`src/rtl/approx_err_accum.sv`:
```
`default_nettype none
// ============================================================================
// Module      : approx_err_accum
// Description : On-chip error characterisation of an approximate multiplier.
//               Streams (approx, exact) product pairs and accumulates the
//               error count, the sum of |approx - exact|, and the maximum
//               |approx - exact| over a programmed number of samples.
// Revision    : 1.0 - initial release
// ============================================================================
module approx_err_accum #(
  parameter int P_W   = 64,
  parameter int CNT_W = 20
) (
  input  logic                 clk,
  input  logic                 rst,
  input  logic                 start,
  input  logic [CNT_W-1:0]     num_samples,
  input  logic                 in_valid,
  output logic                 in_ready,
  input  logic [P_W-1:0]       approx,
  input  logic [P_W-1:0]       exact,
  output logic                 busy,
  output logic                 done,
  output logic [CNT_W-1:0]     sample_cnt,
  output logic [CNT_W-1:0]     err_cnt,
  output logic [P_W+CNT_W-1:0] sum_ed,
  output logic [P_W-1:0]       max_ed
);

  localparam logic [CNT_W-1:0] c_cnt_zero = '0;
  localparam logic [CNT_W-1:0] c_cnt_one  = {{(CNT_W-1){1'b0}}, 1'b1};
  localparam logic [P_W-1:0]   c_p_zero   = '0;

  typedef enum logic [1:0] {
    S_IDLE  = 2'd0,
    S_RUN   = 2'd1,
    S_DRAIN = 2'd2,
    S_DONE  = 2'd3
  } state_t;

  state_t                 r_state;
  logic [CNT_W-1:0]       r_n_tgt;
  logic [CNT_W-1:0]       r_sample_cnt;
  logic                   r_in_ready;
  logic                   r_busy;
  logic                   r_done;

  logic                   r_s1_v;
  logic [P_W:0]           r_s1_diff;
  logic                   r_s2_v;
  logic [P_W-1:0]         r_s2_ed;
  logic                   r_s2_ne;

  logic [CNT_W-1:0]       r_err_cnt;
  logic [P_W+CNT_W-1:0]   r_sum_ed;
  logic [P_W-1:0]         r_max_ed;

  logic                   w_start_ok;
  logic                   w_xfer;
  logic [CNT_W-1:0]       w_cnt_inc;
  logic [P_W:0]           w_diff;
  logic [P_W-1:0]         w_ed;

  assign w_start_ok = start && ((r_state == S_IDLE) || (r_state == S_DONE));
  assign w_xfer     = in_valid && r_in_ready;
  assign w_cnt_inc  = r_sample_cnt + c_cnt_one;

  // One extra bit keeps the signed difference exact for every input pair.
  assign w_diff = {approx[P_W-1], approx} - {exact[P_W-1], exact};

  // Negation modulo 2^P_W gives |diff| directly, since |diff| < 2^P_W.
  assign w_ed = r_s1_diff[P_W] ? (c_p_zero - r_s1_diff[P_W-1:0])
                               : r_s1_diff[P_W-1:0];

  // Control FSM with registered handshake and status outputs.
  always_ff @(posedge clk or posedge rst) begin
    if (rst) begin
      r_state      <= S_IDLE;
      r_n_tgt      <= c_cnt_zero;
      r_sample_cnt <= c_cnt_zero;
      r_in_ready   <= 1'b0;
      r_busy       <= 1'b0;
      r_done       <= 1'b0;
    end else begin
      case (r_state)
        S_IDLE, S_DONE: begin
          if (start) begin
            r_n_tgt      <= num_samples;
            r_sample_cnt <= c_cnt_zero;
            if (num_samples == c_cnt_zero) begin
              r_state    <= S_DONE;
              r_in_ready <= 1'b0;
              r_busy     <= 1'b0;
              r_done     <= 1'b1;
            end else begin
              r_state    <= S_RUN;
              r_in_ready <= 1'b1;
              r_busy     <= 1'b1;
              r_done     <= 1'b0;
            end
          end
        end
        S_RUN: begin
          if (w_xfer) begin
            r_sample_cnt <= w_cnt_inc;
            if (w_cnt_inc == r_n_tgt) begin
              r_state    <= S_DRAIN;
              r_in_ready <= 1'b0;
            end
          end
        end
        S_DRAIN: begin
          if (!r_s1_v && !r_s2_v) begin
            r_state <= S_DONE;
            r_busy  <= 1'b0;
            r_done  <= 1'b1;
          end
        end
        default: begin
          r_state    <= S_IDLE;
          r_in_ready <= 1'b0;
          r_busy     <= 1'b0;
          r_done     <= 1'b0;
        end
      endcase
    end
  end

  // Two-stage difference / absolute-value pipeline.
  always_ff @(posedge clk or posedge rst) begin
    if (rst) begin
      r_s1_v    <= 1'b0;
      r_s1_diff <= '0;
      r_s2_v    <= 1'b0;
      r_s2_ed   <= '0;
      r_s2_ne   <= 1'b0;
    end else begin
      r_s1_v <= w_xfer;
      if (w_xfer) begin
        r_s1_diff <= w_diff;
      end
      r_s2_v <= r_s1_v;
      if (r_s1_v) begin
        r_s2_ed <= w_ed;
        r_s2_ne <= |r_s1_diff;
      end
    end
  end

  // Statistics; a fresh start only happens with the pipeline already empty.
  always_ff @(posedge clk or posedge rst) begin
    if (rst) begin
      r_err_cnt <= '0;
      r_sum_ed  <= '0;
      r_max_ed  <= '0;
    end else if (w_start_ok) begin
      r_err_cnt <= '0;
      r_sum_ed  <= '0;
      r_max_ed  <= '0;
    end else if (r_s2_v) begin
      r_err_cnt <= r_err_cnt + {{(CNT_W-1){1'b0}}, r_s2_ne};
      r_sum_ed  <= r_sum_ed + {{CNT_W{1'b0}}, r_s2_ed};
      if (r_s2_ed > r_max_ed) begin
        r_max_ed <= r_s2_ed;
      end
    end
  end

  assign in_ready   = r_in_ready;
  assign busy       = r_busy;
  assign done       = r_done;
  assign sample_cnt = r_sample_cnt;
  assign err_cnt    = r_err_cnt;
  assign sum_ed     = r_sum_ed;
  assign max_ed     = r_max_ed;

endmodule
`default_nettype wire

```
`config.mk`:
```
export PLATFORM = sky130hd
export DESIGN_NAME = approx_err_accum
export DESIGN_NICKNAME = d
export VERILOG_FILES = /design/src/rtl/approx_err_accum.sv
export SDC_FILE = /design/constraint.sdc
export NUM_CORES = 1
export LEC_CHECK = 0
export BUFFER_PORTS_ARGS = -buffer_cell sky130_fd_sc_hd__buf_4
export CAP_MARGIN = 20
export CORE_ASPECT_RATIO = 1.2
export CORE_UTILIZATION = 50
export CTS_CLUSTER_DIAMETER = 50
export DETAILED_ROUTE_END_ITERATION = 6
export GPL_TIMING_DRIVEN = 0
export HOLD_SLACK_MARGIN = 0.08
export PLACE_DENSITY_LB_ADDON = 0.05
export SLEW_MARGIN = 10
export SYNTH_ARGS = -nofsm -noshare
export SYNTH_HDL_FRONTEND = slang
export SYNTH_SLANG_ARGS = --single-unit
```
`constraint.sdc`:
```
create_clock -name clk -period 18.85 [get_ports clk]
set_input_delay 5.655 -clock clk [delete_from_list [all_inputs] [get_ports clk]]
set_output_delay 5.655 -clock clk [all_outputs]
set_load 0.01 [all_outputs]
```
Word level (Yosys, flattened, before mapping) --
Cells that the tools add are included. W data, S select, Z words.
Storage, ports and cells: register bits after elaboration 345, input port bits 152, output and inout bits 191, word-level logic and storage cells 76
Cells by class: add/sub/neg operators 5, $lt $le $gt $ge 1, equality and inequality tests 8, mux-type cells 28, reductions and logical operators 20
Operators by type and width (count):
- $mux W64 | 4
- $mux W84 | 2
- $add A84 B64 Y84 | 1
- $mux W20 | 4
- $reduce_or A65 Y1 | 1
- $sub A64 B64 Y65 | 1
- $gt A64 B64 Y1 | 1
- $sub A1 B64 Y64 const A | 1
- $pmux W20 S2 | 1
- $add A20 B1 Y20 | 1
- $add A20 B1 Y20 const B | 1
- $eq A20 B20 Y1 | 1
- $logic_not A20 Y1 | 1
- $mux W2 | 5
- $mux W1 | 8
- $ne A2 B2 Y1 const B | 4
- $reduce_and A4 Y1 | 2
- $reduce_bool A2 Y1 | 4
- $pmux W1 S2 | 3
- $pmux W2 S3 | 1
- $reduce_and A3 Y1 | 2
- $eq A2 B2 Y1 const B | 2
- $reduce_and A2 Y1 | 2
- $logic_and A1 B1 Y1 | 3
- 5 further kinds | 6

Longest topological paths before layout --
depth in word-level cells 5, gate-level depth with buffers 15, depth with buffers taken out 15

Worst setup path before layout --
OpenSTA, ideal clock, no wires.
path kind input port to flip-flop, from input port approx[0], to register r_s1_diff[52], setup time 0.133 ns, arrival time 8.640 ns, data required time 18.717 ns, path slack 10.077 ns, cell stages on the path 15, path buffers 0, path through inv_1 ha_1 fa_1 nand2b_1 a21oi_1 a41oi_1 o31a_1 o31ai_2 a311oi_1 o221a_2 nor3_1 o21ai_1 o41ai_1 xnor2_1 o21ai_0
On the way: cells in the longest elaborated chain, start to end 1
Ends and longest elaborated chain:
- from (decl) | line 20 | input logic [P_W-1:0] approx,
- $sub A64 B64 Y65 | line 69 | assign w_diff = {approx[P_W-1], approx} - {exact[P_W-1], exact};
- to (signal assigned) | line 140 | r_s1_diff <= w_diff;
- to (decl) | line 49 | logic [P_W:0] r_s1_diff;
No other way between the ends. A chain may end at the register's enable or synchronous reset.

Worst setup path in the final report --
from input port approx[0], to register r_s1_diff[64]
Same word-level chain as after synthesis.

==> summary.txt <==
Floorplanning
  • I/O pins: 343
  • Rows: 88
  • Starting Density: 0.507
  • Die W: 203 um
  • Die boundary height: 244 um
  • Core area: 48000 um^2
  • Die Area: 49500 um^2

Clocking
  • Total CTS buffers: 42
  • H-Tree Depth: 2
  • CTS tree: done
  • CTS Buffer Depth: 3
  • Post-CTS setup buffers: 0
  • Hold Buf Count CTS: 0
  • Reg clk slew, reported paths: 0.06 ns
  • Clock sink count: 345
  • Root buf cell: clkbuf_16
  • Clock Latency Late Sink: 0.56 ns
  • Post-CTS Resized: 0

Global routing
  • GRT Util Overall: 0.287
  • Gr ovfl total: 0
  • Vias in the first global route: about 22k
  • Largest net degree at the start of global routing: between 100 and 150
  • Initial antenna violation count: 0
  • First-pass GRT wire length: 114000 um

Logic synthesis
  • Flops & latches, synth: between 300 and 400
  • Synthesis warning total: 0
  • Sequential area share after synthesis: 0.355
  • Dominant synthesized flop cell: dfrtp_1
  • Net Count, Synth: 3294
  • Async set-or-reset flop fraction in the synthesized netlist: 1.00
  • EDFF count, synth: 0
  • Synth cell types: 76
  • Mapped Area: 24300 um^2
  • Syn avg cell area: between 8 and 9 um^2
  • Syn Inst Count: roughly 2.9k

Routing
  • Via count: 22.3k
  • DRT Wirelength: 71900 um
  • Final ANT Viol Nets: 0
  • Via/cell ratio: 5.59
  • DRT iter0 DRCs: 1173
  • DRC Markers: 0
  • 1st-pass router iterations: 5
  • Routed len/inst: 18.0 um

Placed design
  • Number of buffers added on ports: 342
  • Dpl cell area: 27800 um^2
  • RD Place Congestion: between 0.9 and 1
  • Dpl hpwl: 56800 um

Cells and area
  • Antenna fix cells: 0
  • Layout area overhead: 19.9%
  • Layout cells sized above 1: 0.135
  • Finished Cell Area: between 20000 and 30000 um^2
  • Final #Nets: 3683

Pwr
  • Cell Pwr Density: 169 nW/um^2
  • Share of power burned in registers: 0.276
  • IR Drop Worst-Case VDD: just over 0.00008 V
  • Leakage power: 13.9 nW
  • Switching Share: 0.468
  • Clock share of power: 0.163
  • P_int: 2.63 mW
  • Sw power: 2.31 mW
  • Combinational Power Share: 0.561

STA
  • Tcrit/Tclk final: 0.486
  • Tmin final: 9.17 ns
  • Least-Margin Pin Slew: 0.989 ns
  • Fmax: 109 MHz
  • Final Hold Vio Count: 0
  • Hold slack: 0.454 ns
  • Clk_skew: 0.0220 ns
  • Slew HR: 0.341
  • Accumulated negative setup slack: 0 ns
  • # setup viols final: 0
  • RSZ-0062 raised after global routing: false
  • Slew Limit Fails: 0

Critical path
  • Crit path DAT: between 9 and 10 ns
  • Crit path top cell by count: a21oi_1
  • CP max stage cell: o2bb2ai_1
  • Top delay family on crit path: compound AO/OA/AOI/OAI gates
  • CP Max Fanout: 4
  • CP Launch Type: primary input
  • Critical Path RT: approximately 19 ns
  • Crit path cell chain: buf_4 -> inv_1 -> ha_1 -> fa_1 -> nand2b_1 -> a21oi_1 -> a41oi_1 -> o31a_1 -> o21ai_0 -> a21oi_1 -> o2bb2ai_1 -> a21oi_1 -> o21ai_1 -> nand4_1 -> a41oi_1 -> o21ai_0
  • Worst Path Class, Setup: in2reg
  • Crit. End Element: flip-flop
  • Largest stage delay, worst path: 0.42 ns
  • CP Buf/Inv Count: 2

Run status
  • Outcome: complete, no violations

Job
  • Max Cap Violations: 0

Hold path
  • Hold crit path type: reg2reg
[stage by stage]
| stage | util | power, mW | instances | setup slack, ns |
|---|---|---|---|---|
| global route | 0.607 | 5.34 | 3992 | 9.35 |
| finish | 0.607 | 4.94 | 3992 | 9.68 |
| CTS | 0.607 | 4.94 | 3992 | 9.67 |
| floorplan | - | 3.22 | 2940 | 3.63 |
| global placement | 0.577 | 4.04 | 3912 | -0.266 |
| detailed placement | 0.578 | 4.11 | 3915 | 9.11 |
[placed cells by master, fill, tap and decap left out, types with 9 or more instances in the layout]
cell type    n
nor2_1     373
dfrtp_1    345
buf_4      342
nand2_1    327
a21oi_1    313
ha_1       200
o21ai_0    199
inv_1      172
xor2_1     143
clkbuf_1   125
xnor2_1     97
a21o_1      77
mux2i_1     60
nand4_1     59
nand3_1     56
clkbuf_16   43
o31ai_1     39
and3_1      30
o21bai_1    28
nand2b_1    22
nor3_1      22
nor2b_1     21
a31oi_1     21
nor4_1      16
a211oi_1    15
o41ai_1     14
and2_1      13
or3_1       12
o211ai_1    11
a21boi_0     9
or4_1        9
[worst register-to-register path, cell delays in order (launching register included)]
cell	delay [ns]
dfrtp_1	0.45
ha_1	0.25
inv_1	0.07
fa_1	0.41
nor2b_1	0.17
o31ai_1	0.12
a31oi_1	0.23
nor2_1	0.13
o31a_1	0.41
o21ai_1	0.36
a21oi_1	0.24
a21oi_1	0.34
o211ai_1	0.32
a211oi_2	0.68
a31oi_1	0.17
a41o_1	0.24
[routing by layer]
layer	routed length (um)	track usage
met1	31100	0.365
met2	34900	0.497
met3	3320	0.0330
met4	2550	0.110
met5	0	0
[power groups by stage]
stage / Clock (mW) / Combinational [mW] / Sequential [mW]
floorplan: 0 / 1.94 / 1.28
global placement: 0 / 2.69 / 1.36
detailed placement: 0 / 2.74 / 1.37
CTS: 0.817 / 2.76 / 1.36
global route: 0.845 / 3.10 / 1.39
finish: 0.804 / 2.77 / 1.36
[registers in the layout, summed over array words and instances (netlist names), 2 cells and up]
register and flops:
sum_ed 84, r_s1_diff 65, max_ed 64, r_s2_ed 64, err_cnt 20, r_n_tgt 20
sample_cnt 20, r_state 2
[final timing paths]
| kind | endpoint | depth (start not counted) | from | slack, ns |
|---|---|---|---|---|
| min | r_s2_v | 0 | r_s1_v | 0.45 |
| min reg2reg | r_s2_v | 0 | r_s1_v | 0.45 |
| min in group asynchronous | sample_cnt[6] | 2 | rst | 5.03 |
| max | r_s1_diff[64] | 16 | approx[0] | 9.68 |
| max in group asynchronous | r_s1_diff[57] | 4 | rst | 12.48 |
| max reg2reg | sum_ed[78] | 15 | r_s2_ed[0] | 14.14 |
[cells in the mapped netlist, types with 4 or more instances]
cell type	n	area share
nor2_1	373	0.058
or4_1	9	0.0028
or3_1	12	0.0031
o41ai_1	14	0.0050
xor2_1	143	0.051
nand3_1	56	0.012
xnor2_1	97	0.035
ha_1	200	0.10
a31o_2	6	0.0022
nand4_1	59	0.015
nor3_1	22	0.0045
o21a_1	8	0.0025
and3_1	30	0.0077
or2_2	6	0.0015
a31oi_1	21	0.0054
nor3b_1	4	0.0012
o221ai_1	4	0.0014
dfrtp_1	345	0.35
a21oi_1	313	0.064
nor2b_1	21	0.0054
o211ai_1	11	0.0034
buf_1	6	0.00093
a21o_1	77	0.024
a211oi_1	15	0.0046
mux2i_1	60	0.025
clkbuf_1	116	0.018
nand3b_1	4	0.0012
and4_1	5	0.0018
a211o_1	6	0.0022
o21bai_1	28	0.0086
o31ai_1	39	0.012
and2_1	13	0.0033
a221o_1	5	0.0021
nand2b_1	22	0.0057
inv_1	173	0.027
nand2_1	327	0.050
o31a_1	5	0.0018
a221oi_1	4	0.0014
nor4_1	16	0.0041
a21boi_0	9	0.0028
o21ai_0	199	0.041
[area by class of cell]
cell class	instances	area, um^2
clock buffer	59	1210
multi-input combinational	2292	14500
timing repair buffer	345	2650
tap	630	788
clock inverter	18	188
buffer	129	524
inverter	174	661
fill	4397	18800
sequential	345	8630
[cells by family after synthesis]
family	Yosys count	share of synthesized area
AOI/OAI and AO/OA	791	0.195
buffers and inverters	303	0.0484
and+or+nand+nor	996	0.185
adders and majority gates	202	0.105
xor gates and xnor gates	240	0.0864
DFF	345	0.355
muxes	63	0.0261
No activity file was read; power rests on OpenSTA's default activity.
